$ cat src/rtl/music_box_pkg.sv
// ----------------------------------------------------------------------------
// music_box_pkg
//
// Shared definitions for the music box audio path.
//
// Contents:
//   dac_state_t      - states of the DAC SPI driver FSM
//   DAC_CH_A         - frame bit 15, selects DAC channel A
//   DAC_GAIN_1X      - frame bit 13, selects 1x output gain
//   DAC_ACTIVE       - frame bit 12, keeps the DAC output active
//   AUDIO_MIDSCALE   - the silent level of an unsigned 8-bit sample
//   buildDacFrame()  - assembles the 16-bit command word for one sample
// ----------------------------------------------------------------------------
package music_box_pkg;

    typedef enum logic [2:0] {
        IDLE  = 3'd0,
        SETUP = 3'd1,
        SHIFT = 3'd2,
        HOLD  = 3'd3,
        LDAC  = 3'd4
    } dac_state_t;

    localparam logic DAC_CH_A    = 1'b0;
    localparam logic DAC_GAIN_1X = 1'b1;
    localparam logic DAC_ACTIVE  = 1'b1;

    localparam logic [7:0] AUDIO_MIDSCALE = 8'h80;

    // The 8-bit sample sits in the top of the 12-bit DAC code, so the low
    // four code bits are always zero and full-scale maps to 0xFF0.
    function automatic logic [15:0] buildDacFrame(input logic [7:0] sample,
                                                  input logic       bufBit);
        return {DAC_CH_A, bufBit, DAC_GAIN_1X, DAC_ACTIVE, sample, 4'b0000};
    endfunction

endpackage

$ cat src/rtl/sync_rise_detect.sv
// ----------------------------------------------------------------------------
// sync_rise_detect
//
// Brings an asynchronous level into the clock_50Mhz domain through a two
// flop synchroniser and produces a registered one-cycle pulse for every
// rising edge of that level. Used for the sample clock here and intended
// for the buttons and other slow inputs of the music box as well.
//
// Ports:
//   clock_50Mhz  in   system clock
//   reset_n      in   asynchronous active-low reset
//   asyncIn      in   level from another clock domain or a pin
//   risePulse    out  one-cycle high pulse, three cycles after asyncIn rises
// ----------------------------------------------------------------------------
module sync_rise_detect (
    input  logic clock_50Mhz,
    input  logic reset_n,
    input  logic asyncIn,
    output logic risePulse
);

    logic syncStage1;
    logic syncStage2;
    logic prevLevel;

    // Two flops for metastability settling, a third holding the previous
    // settled value, and the pulse itself registered so the consumer never
    // sees a combinational path from the pin.
    always_ff @(posedge clock_50Mhz or negedge reset_n) begin
        if (!reset_n) begin
            syncStage1 <= 1'b0;
            syncStage2 <= 1'b0;
            prevLevel  <= 1'b0;
            risePulse  <= 1'b0;
        end else begin
            syncStage1 <= asyncIn;
            syncStage2 <= syncStage1;
            prevLevel  <= syncStage2;
            risePulse  <= syncStage2 & ~prevLevel;
        end
    end

endmodule

$ cat src/rtl/audio_dac_spi_driver.sv
// ----------------------------------------------------------------------------
// audio_dac_spi_driver
//
// Takes the 8-bit unsigned sample from the music box state controller,
// captures it on every rising edge of the 22 kHz sample clock and sends it
// to an external single-channel 12-bit DAC as one 16-bit SPI mode 0 frame,
// MSB first, followed by an LDAC strobe that makes the new code take effect.
//
// Parameters:
//   CLK_DIV     SCLK half period in clock_50Mhz cycles (>= 2)
//   CS_SETUP    cycles from dac_cs_n low to the first SCLK rise (>= 1)
//   CS_HOLD     cycles from the last SCLK fall to dac_cs_n high (>= 1)
//   LDAC_WIDTH  dac_ldac_n low pulse width in cycles (>= 1)
//   BUF_BIT     frame bit 14, DAC reference buffer enable
//
// Ports:
//   clock_50Mhz    in   system clock, sole clock of the block
//   reset_n        in   asynchronous active-low reset
//   clock_22Khz    in   sample-rate clock, treated as data
//   sample_in      in   8-bit unsigned audio sample, 0x80 is silence
//   mute           in   forces the captured sample to mid-scale
//   dac_sclk       out  SPI clock, idles low
//   dac_mosi       out  SPI data
//   dac_cs_n       out  DAC chip select, active low
//   dac_ldac_n     out  DAC latch strobe, active low
//   busy           out  high whenever a frame is in progress
//   overrun_count  out  number of samples dropped, saturates at 255
// ----------------------------------------------------------------------------
module audio_dac_spi_driver
    import music_box_pkg::*;
#(
    parameter int CLK_DIV    = 4,
    parameter int CS_SETUP   = 2,
    parameter int CS_HOLD    = 2,
    parameter int LDAC_WIDTH = 2,
    parameter bit BUF_BIT    = 1'b0
) (
    input  logic       clock_50Mhz,
    input  logic       reset_n,
    input  logic       clock_22Khz,
    input  logic [7:0] sample_in,
    input  logic       mute,
    output logic       dac_sclk,
    output logic       dac_mosi,
    output logic       dac_cs_n,
    output logic       dac_ldac_n,
    output logic       busy,
    output logic [7:0] overrun_count
);

    // One down-counter times every phase; it is loaded with the phase
    // length minus one and the phase ends on the cycle it reads zero.
    localparam int CNT_W = 16;

    localparam logic [CNT_W-1:0] SETUP_LOAD = CNT_W'(CS_SETUP - 1);
    localparam logic [CNT_W-1:0] HALF_LOAD  = CNT_W'(CLK_DIV - 1);
    localparam logic [CNT_W-1:0] HOLD_LOAD  = CNT_W'(CS_HOLD - 1);
    localparam logic [CNT_W-1:0] LDAC_LOAD  = CNT_W'(LDAC_WIDTH - 1);

    localparam logic [3:0] LAST_BIT = 4'd15;

    dac_state_t       state;
    logic [CNT_W-1:0] downCount;
    logic [3:0]       bitCount;
    logic [15:0]      shiftReg;

    logic             tick;
    logic [7:0]       pendingSample;
    logic             pendingValid;
    logic [7:0]       capturedSample;
    logic             consume;
    logic [15:0]      frameWord;

    sync_rise_detect sampleClockEdge (
        .clock_50Mhz (clock_50Mhz),
        .reset_n     (reset_n),
        .asyncIn     (clock_22Khz),
        .risePulse   (tick)
    );

    assign capturedSample = mute ? AUDIO_MIDSCALE : sample_in;
    assign frameWord      = buildDacFrame(pendingSample, BUF_BIT);

    // IDLE takes the pending sample on the very cycle it sees it, so the
    // slot is free again at the next edge whether or not a new tick lands.
    assign consume = (state == IDLE) && pendingValid;

    // The pending slot holds one sample between its tick and the moment
    // the FSM starts sending it. A tick that lands while the slot is still
    // waiting for a busy transmitter replaces the older sample, since only
    // the most recent audio is worth playing, and the loss is counted. A
    // tick on the cycle IDLE empties the slot simply refills it.
    always_ff @(posedge clock_50Mhz or negedge reset_n) begin
        if (!reset_n) begin
            pendingSample <= 8'h00;
            pendingValid  <= 1'b0;
            overrun_count <= 8'h00;
        end else begin
            if (tick) begin
                pendingSample <= capturedSample;
                pendingValid  <= 1'b1;
                if (pendingValid && !consume && (overrun_count != 8'hFF)) begin
                    overrun_count <= overrun_count + 8'd1;
                end
            end else if (consume) begin
                pendingValid <= 1'b0;
            end
        end
    end

    // Frame sequencer. Every pin is driven straight from a flop and changes
    // only on a state or half-period boundary:
    //   IDLE  - load the frame, drop chip select, put bit 15 on MOSI
    //   SETUP - chip select settles before SCLK starts
    //   SHIFT - 16 periods, low half then high half; data moves on the
    //           falling edge so it is steady for a full half period on
    //           both sides of each rising edge the DAC samples on
    //   HOLD  - chip select held after the last fall, then released
    //   LDAC  - strobe the DAC latch so the new code reaches the output
    // An asynchronous reset mid-frame drops chip select and SCLK at once
    // and forgets the frame.
    always_ff @(posedge clock_50Mhz or negedge reset_n) begin
        if (!reset_n) begin
            state      <= IDLE;
            downCount  <= '0;
            bitCount   <= 4'd0;
            shiftReg   <= 16'h0000;
            dac_sclk   <= 1'b0;
            dac_mosi   <= 1'b0;
            dac_cs_n   <= 1'b1;
            dac_ldac_n <= 1'b1;
            busy       <= 1'b0;
        end else begin
            case (state)
                IDLE: begin
                    if (pendingValid) begin
                        shiftReg  <= frameWord;
                        dac_mosi  <= frameWord[15];
                        dac_cs_n  <= 1'b0;
                        busy      <= 1'b1;
                        downCount <= SETUP_LOAD;
                        state     <= SETUP;
                    end
                end

                SETUP: begin
                    if (downCount == '0) begin
                        bitCount  <= 4'd0;
                        downCount <= HALF_LOAD;
                        state     <= SHIFT;
                    end else begin
                        downCount <= downCount - CNT_W'(1);
                    end
                end

                SHIFT: begin
                    if (downCount != '0) begin
                        downCount <= downCount - CNT_W'(1);
                    end else if (!dac_sclk) begin
                        dac_sclk  <= 1'b1;
                        downCount <= HALF_LOAD;
                    end else begin
                        dac_sclk <= 1'b0;
                        if (bitCount == LAST_BIT) begin
                            downCount <= HOLD_LOAD;
                            state     <= HOLD;
                        end else begin
                            shiftReg  <= {shiftReg[14:0], 1'b0};
                            dac_mosi  <= shiftReg[14];
                            bitCount  <= bitCount + 4'd1;
                            downCount <= HALF_LOAD;
                        end
                    end
                end

                HOLD: begin
                    if (downCount == '0) begin
                        dac_cs_n   <= 1'b1;
                        dac_mosi   <= 1'b0;
                        dac_ldac_n <= 1'b0;
                        downCount  <= LDAC_LOAD;
                        state      <= LDAC;
                    end else begin
                        downCount <= downCount - CNT_W'(1);
                    end
                end

                LDAC: begin
                    if (downCount == '0) begin
                        dac_ldac_n <= 1'b1;
                        busy       <= 1'b0;
                        state      <= IDLE;
                    end else begin
                        downCount <= downCount - CNT_W'(1);
                    end
                end

                default: begin
                    dac_sclk   <= 1'b0;
                    dac_mosi   <= 1'b0;
                    dac_cs_n   <= 1'b1;
                    dac_ldac_n <= 1'b1;
                    busy       <= 1'b0;
                    state      <= IDLE;
                end
            endcase
        end
    end

endmodule

$ cat config.mk
export PLATFORM = sky130hd
export DESIGN_NAME = audio_dac_spi_driver
export DESIGN_NICKNAME = d
export VERILOG_FILES = /design/src/rtl/music_box_pkg.sv /design/src/rtl/sync_rise_detect.sv /design/src/rtl/audio_dac_spi_driver.sv
export SDC_FILE = /design/constraint.sdc
export NUM_CORES = 1
export LEC_CHECK = 0
export ABC_AREA = 1
export CAP_MARGIN = 20
export CORE_ASPECT_RATIO = 1.2
export CORE_UTILIZATION = 57
export CTS_CLUSTER_DIAMETER = 30
export DETAILED_ROUTE_END_ITERATION = 6
export PLACE_DENSITY = 0.78
export RECOVER_POWER = 25
export SYNTH_ARGS = -nofsm -noshare
export SYNTH_HDL_FRONTEND = slang
export SYNTH_HIERARCHICAL = 1
export SYNTH_SLANG_ARGS = --single-unit
$ cat constraint.sdc
create_clock -name clock_50Mhz -period 1.75 [get_ports clock_50Mhz]
set_input_delay 0.175 -clock clock_50Mhz [delete_from_list [all_inputs] [get_ports clock_50Mhz]]
set_output_delay 0.175 -clock clock_50Mhz [all_outputs]
set_load 0.01 [all_outputs]
# --- Word-level counts from Yosys, hierarchy flattened ---
# Cells that the tools add are included.
word_totals:
  in_bits: 12
  reg_bits: 64
  out_inout_bits: 13
  elab_cells: 110
op_classes:
  reduce_logical: 26
  add_sub_neg: 3
  n_eq_ne: 15
  n_bitwise: 7
  n_mux: 43
ops:
  columns: ["operator", "n"]
  rows:
  - ["$mux 16", 5]
  - ["$pmux 16 s5", 1]
  - ["$mux 15", 4]
  - ["$pmux 15 s2", 1]
  - ["$mux 3", 7]
  - ["$ne 2x2->1 const B", 9]
  - ["$logic_not 16->1", 1]
  - ["$mux 4", 4]
  - ["$reduce_bool 16->1", 1]
  - ["$sub 16x1->16 const B", 1]
  - ["$pmux 3 s5", 1]
  - ["$reduce_and 3->1", 4]
  - ["$mux 1", 11]
  - ["$reduce_and 5->1", 2]
  - ["$pmux 1 s3", 3]
  - ["$reduce_or 3->1", 3]
  - ["$add 8x1->8 const B", 1]
  - ["$mux 8", 1]
  - ["$ne 8x8->1 const B", 1]
  - ["$pmux 4 s2", 1]
  - ["$reduce_and 7->1", 1]
  - ["$eq 3x2->1 const B", 2]
  - ["$not 1->1", 6]
  - ["$reduce_and 6->1", 1]
  - ["16 further kinds", 22]

# --- Logic depth before layout (Yosys ltp) ---
# Gate-level depths: netlist of run 1.
depth:
  ltp_word: 6
  depth_mapped: 11

# --- Modules after synthesis ---
# Netlist of run 1, hierarchy kept.
modules_own_cells:
  columns: ["module", "area_each_um2", "instances", "cells_each"]
  rows:
  - ["audio_dac_spi_driver", 3198.1, 1, 419]
  - ["sync_rise_detect", 110.1, 1, 6]

# --- Worst setup path before layout of run 1 ---
# OpenSTA, ideal clock, no wires.
synth_timing:
  path_kind: "register to register"
  start: "register downCount[0]"
  end: "register state[0]"
  path_slack_ns: 0.168
  path_buffers: 0
  t_arrival_ns: 1.465
  path_stages_with_launch: 12
  required_time_ns: 1.633
  path_cell_list: "dfrtp_1 > inv_1 > ha_1 > nand3_1 > nor2_1 > nand2_2 > nand2_2 > nand2_1 > nor2_2 > nand2_1 > nand2_1 > nand2_1"
synth_via:
  elab_chain_cells: 3
synth_lines:
  columns: ["item", "line", "text"]
  rows:
  - ["start: declaration", "audio_dac_spi_driver.sv:63", "logic [CNT_W-1:0] downCount;"]
  - ["start signal: assignment", "audio_dac_spi_driver.sv:152", "downCount <= downCount - CNT_W'(1);"]
  - ["start signal: assignment", "audio_dac_spi_driver.sv:158", "downCount <= downCount - CNT_W'(1);"]
  - ["start signal: assignment", "audio_dac_spi_driver.sv:184", "downCount <= downCount - CNT_W'(1);"]
  - ["$logic_not 16->1 or $reduce_bool 16->1 (tied branches)", null, null]
  - ["$ne 2x2->1 (no source line)", null, null]
  - ["$reduce_and 7->1 (no source line) *", null, null]
  - ["end signal: assignment", "audio_dac_spi_driver.sv:150", "state <= SHIFT;"]
  - ["end signal: assignment", "audio_dac_spi_driver.sv:182", "state <= LDAC;"]
  - ["end signal: assignment", "audio_dac_spi_driver.sv:192", "state <= IDLE;"]
  - ["end: declaration", "audio_dac_spi_driver.sv:62", "dac_state_t state;"]
# Mark *: on every way between the ends. The rest lies on a longest branch, timed or not.
# A chain may end at the register's enable or synchronous reset.

# --- Worst setup path after layout of run 1 ---
layout_timing:
  start: "register downCount[1]"
  end: "register bitCount[2]"
layout_via:
  elab_chain_cells: 3
layout_lines:
  columns: ["item", "line", "text"]
  rows:
  - ["$logic_not 16->1 or $reduce_bool 16->1 (tied branches)", "audio_dac_spi_driver.sv:147, audio_dac_spi_driver.sv:157", null]
  - ["$ne 2x2->1 (no source line)", null, null]
  - ["$reduce_and 5->1 (no source line) *", null, null]
  - ["end signal: assignment", "audio_dac_spi_driver.sv:170", "bitCount <= bitCount + 4'd1;"]
  - ["end: declaration", "audio_dac_spi_driver.sv:64", "logic [3:0] bitCount;"]
# Marked as above.

==> impl_metrics.ini, run 1 <==
[die]
start_util_pct = 58.76
rows = 30
fp.dieH_um = 85.46
coreArea_um2 = 5630
num_io_pins = 25
dieArea_um2 = 6114
die_x_um = 71.55

[clocking]
clock_latency_ns = 0.35
cts-htree-levels = 3
cts_tree = done
cts_made_buffers = 9
cts_buffer_depth = 2
clk_pin_slew_worst_paths_ns = 0.07
cts_sinks = 60
cts-root-buf = clkbuf_8

[routing]
ant_nets = 0
dr.pass1.iters = 4
drt-initial-drc-count = 163
route.met3.wl_um = 190
wire_per_inst_um = 13.51
dr_wl_met2_um = 3912
dr_total_vias = 2962
highest_layer = met4
wl_met1_um = 3058
post-route-drc-count = 0
viasPerCell = 5.445
wirelength_um = 7347

[grt]
antenna_found_initial = 0
grt-ovfl-total = 0
grt_util_all_layers_pct = 26.35
grt_start_max_net_pins = 61
grt_first_pass_wirelength_um = 12320
grt_pass1_vias = 2800

[flow_run]
drv_cap = 0

[yosys]
netlist-cell-type-count = 34
yosys.area.top_type = dfrtp_1
ys_top_cells_by_area = dfrtp_1, nand2_1, nand3_1
synth.most_common_cell = nand2_1
ys_ff_latch = 60
synth-edff-count = 0
synth_common_cells = nand2_1, dfrtp_1, inv_1, nand3_1, nor2_1
avgSynthCellArea_um2 = 7.784
ys.flop_type = dfrtp_1
synth_fp_nets = 441
async_flop_share_pct = 100.0
synthesis.area_um2 = 3308
syn_inst = 425
yosys_warnings = 6
synth_top_area_share_pct = 43.87
synth-seq-area-share_pct = 45.46

[cells_and_area]
syn_to_final_growth_pct = 22.28
final_nets = 491
drive_gt1_share_pct = 20.42
stdcell_count = 544
diodes = 0
post-route-util_pct = 71.84

[timing]
max_freq_mhz = 607.5
slew_viol_final = 0
post-route-period-util_pct = 94.07
relSlewSlack_pct = 45.74
clock_skew_ns = 0.007514
tightestPinTransition_ns = 0.8139
setup_viol = 0
fin_crit_ns = 1.646
tns_ns = 0
timing.hold.ws_ns = 0.3765
hold_violations = 0

[run_status]
status = finished, final reports clean

[placed_design]
numPortBuffers = 24
place_inst = 521
hpwl_um = 5229
gp_congestion = 0.8677

[critical_path]
critPathMaxFanout = 6
endpoint_kind = flop
required_ns = 1.99
critical_path_class = reg2reg
crit_arrival_ns = 1.89
cp-start-kind = flop

[power]
irDropWorstVdd_mv = 0.9447
leakagePower_nw = 2.034
finalPower_mw = 7.545
power_density_nw_per_um2 = 1865

[min_path]
worstHoldPathType = reg2reg
==> cell families (layout without fill, tap and decap cells) <==
| logic type | Yosys count | after routing | synth area share (%) |
|---|---|---|---|
| xor gates and xnor gates | 8 | 8 | 2.118 |
| and+or+nand+nor | 240 | 240 | 33.17 |
| AOI/OAI and AO/OA | 52 | 52 | 9.985 |
| DFF | 60 | 60 | 45.46 |
| buffers and inverters | 61 | 116 | 7.754 |
| adders and majority gates | 4 | 4 | 1.513 |
==> sequential cells by signal, summed over array words and instances, names as in the netlist, 3 cells and up <==
| name | count |
|---|---|
| downCount | 16 |
| shiftReg | 11 |
| overrun_count | 8 |
| pendingSample | 8 |
| bitCount | 4 |
| state | 3 |
==> layout make-up <==
cell class / count / area [µm²]
multi-input cells: 304 / 1624
well taps: 64 / 80.08
flip-flops and latches: 60 / 1504
repair buffers: 44 / 400.4
inverters: 56 / 215.2
fillers: 432 / 1585
clock buffers: 13 / 178.9
clock inverters: 3 / 42.54
==> critical path: stages (launching register included) <==
cell	delay, ns
dfrtp_1	0.41
inv_2	0.09
ha_4	0.13
nand3_1	0.07
nor2_1	0.17
nand2_4	0.12
buf_4	0.17
nor2_2	0.13
nand2_1	0.08
a21oi_1	0.12
nor2_1	0.06
==> path summary, 6_finish.rpt <==
check                                                startpoint                              endpoint  slack [ns]  cells past startpoint
setup / recovery                       downCount[1]$_DFFE_PN0P_               bitCount[2]$_DFFE_PN0P_        0.10                     10
max in group asynchronous                               reset_n          overrun_count[5]$_DFFE_PN0P_        0.65                      3
hold reg to reg            sampleClockEdge/syncStage1$_DFF_PN0_  sampleClockEdge/syncStage2$_DFF_PN0_        0.38                      0
hold / removal             sampleClockEdge/syncStage1$_DFF_PN0_  sampleClockEdge/syncStage2$_DFF_PN0_        0.38                      0
min in group asynchronous                               reset_n             downCount[15]$_DFFE_PN0P_        0.56                      3
setup reg to reg                       downCount[1]$_DFFE_PN0P_               bitCount[2]$_DFFE_PN0P_        0.10                     10
==> where the power goes <==
| part | internal (mW) | total [mW] | switching (mW) |
|---|---|---|---|
| clock | 0.810 | 1.35 | 0.539 |
| sequential | 1.80 | 2.12 | 0.318 |
| combinational | 1.47 | 4.08 | 2.61 |
| total | 4.08 | 7.55 | 3.47 |
==> stage by stage <==
step	setup WS, ns	cell area, µm²
4_1_cts	0.009363	3929
3_5_place_dp	0.05158	3692
3_3_place_gp	0.1106	3692
6_report	0.1038	4045
2_1_floorplan	0.1682	3308
5_1_grt	-0.03341	4045
==> repair_timing <==
action | CTS | global route
gates cloned | 0 | 0
setup endpoints to repair | 2 | 30
buffers inserted | 0 | 6
hold endpoints to repair | 58 | 0
pin swaps | 0 | 10
resized for setup | 1 | 23
hold buffers | 1 | 0
==> metal layers <==
| layer | vias up | global-route usage [%] |
|---|---|---|
| met5 | - | 0 |
| met4 | 0 | 14.44 |
| met3 | 18 | 5.819 |
| met2 | 51 | 45.45 |
| met1 | 1418 | 30.26 |
| li1 | 1475 | - |
==> layout by cell type (no fill, tap or decap), types with 2 or more instances in the layout <==
cell type	n
xor2_1	5
dlygate4sd3_1	2
a21oi_1	8
o21ai_0	22
nand2_2	14
clkdlybuf4s50_1	22
nor3_1	2
nand2_1	112
o211ai_1	4
clkbuf_8	13
xnor2_1	3
dfstp_2	2
ha_1	3
nand4_1	12
buf_4	17
nor2_1	32
nor2_4	4
o21ai_2	7
dfrtp_1	58
a22o_1	5
nand2_4	6
nand3_1	39
inv_2	7
nand3_2	3
nor2_2	14
inv_1	47
(Power assumes the default switching activity.)
==> inputs of run 2 (changes only) <==
Settings changed: GPL_ROUTABILITY_DRIVEN set to 0.
==> results of run 2 <==
No change in the layout: final DEF, timing and power equal those of run 1.
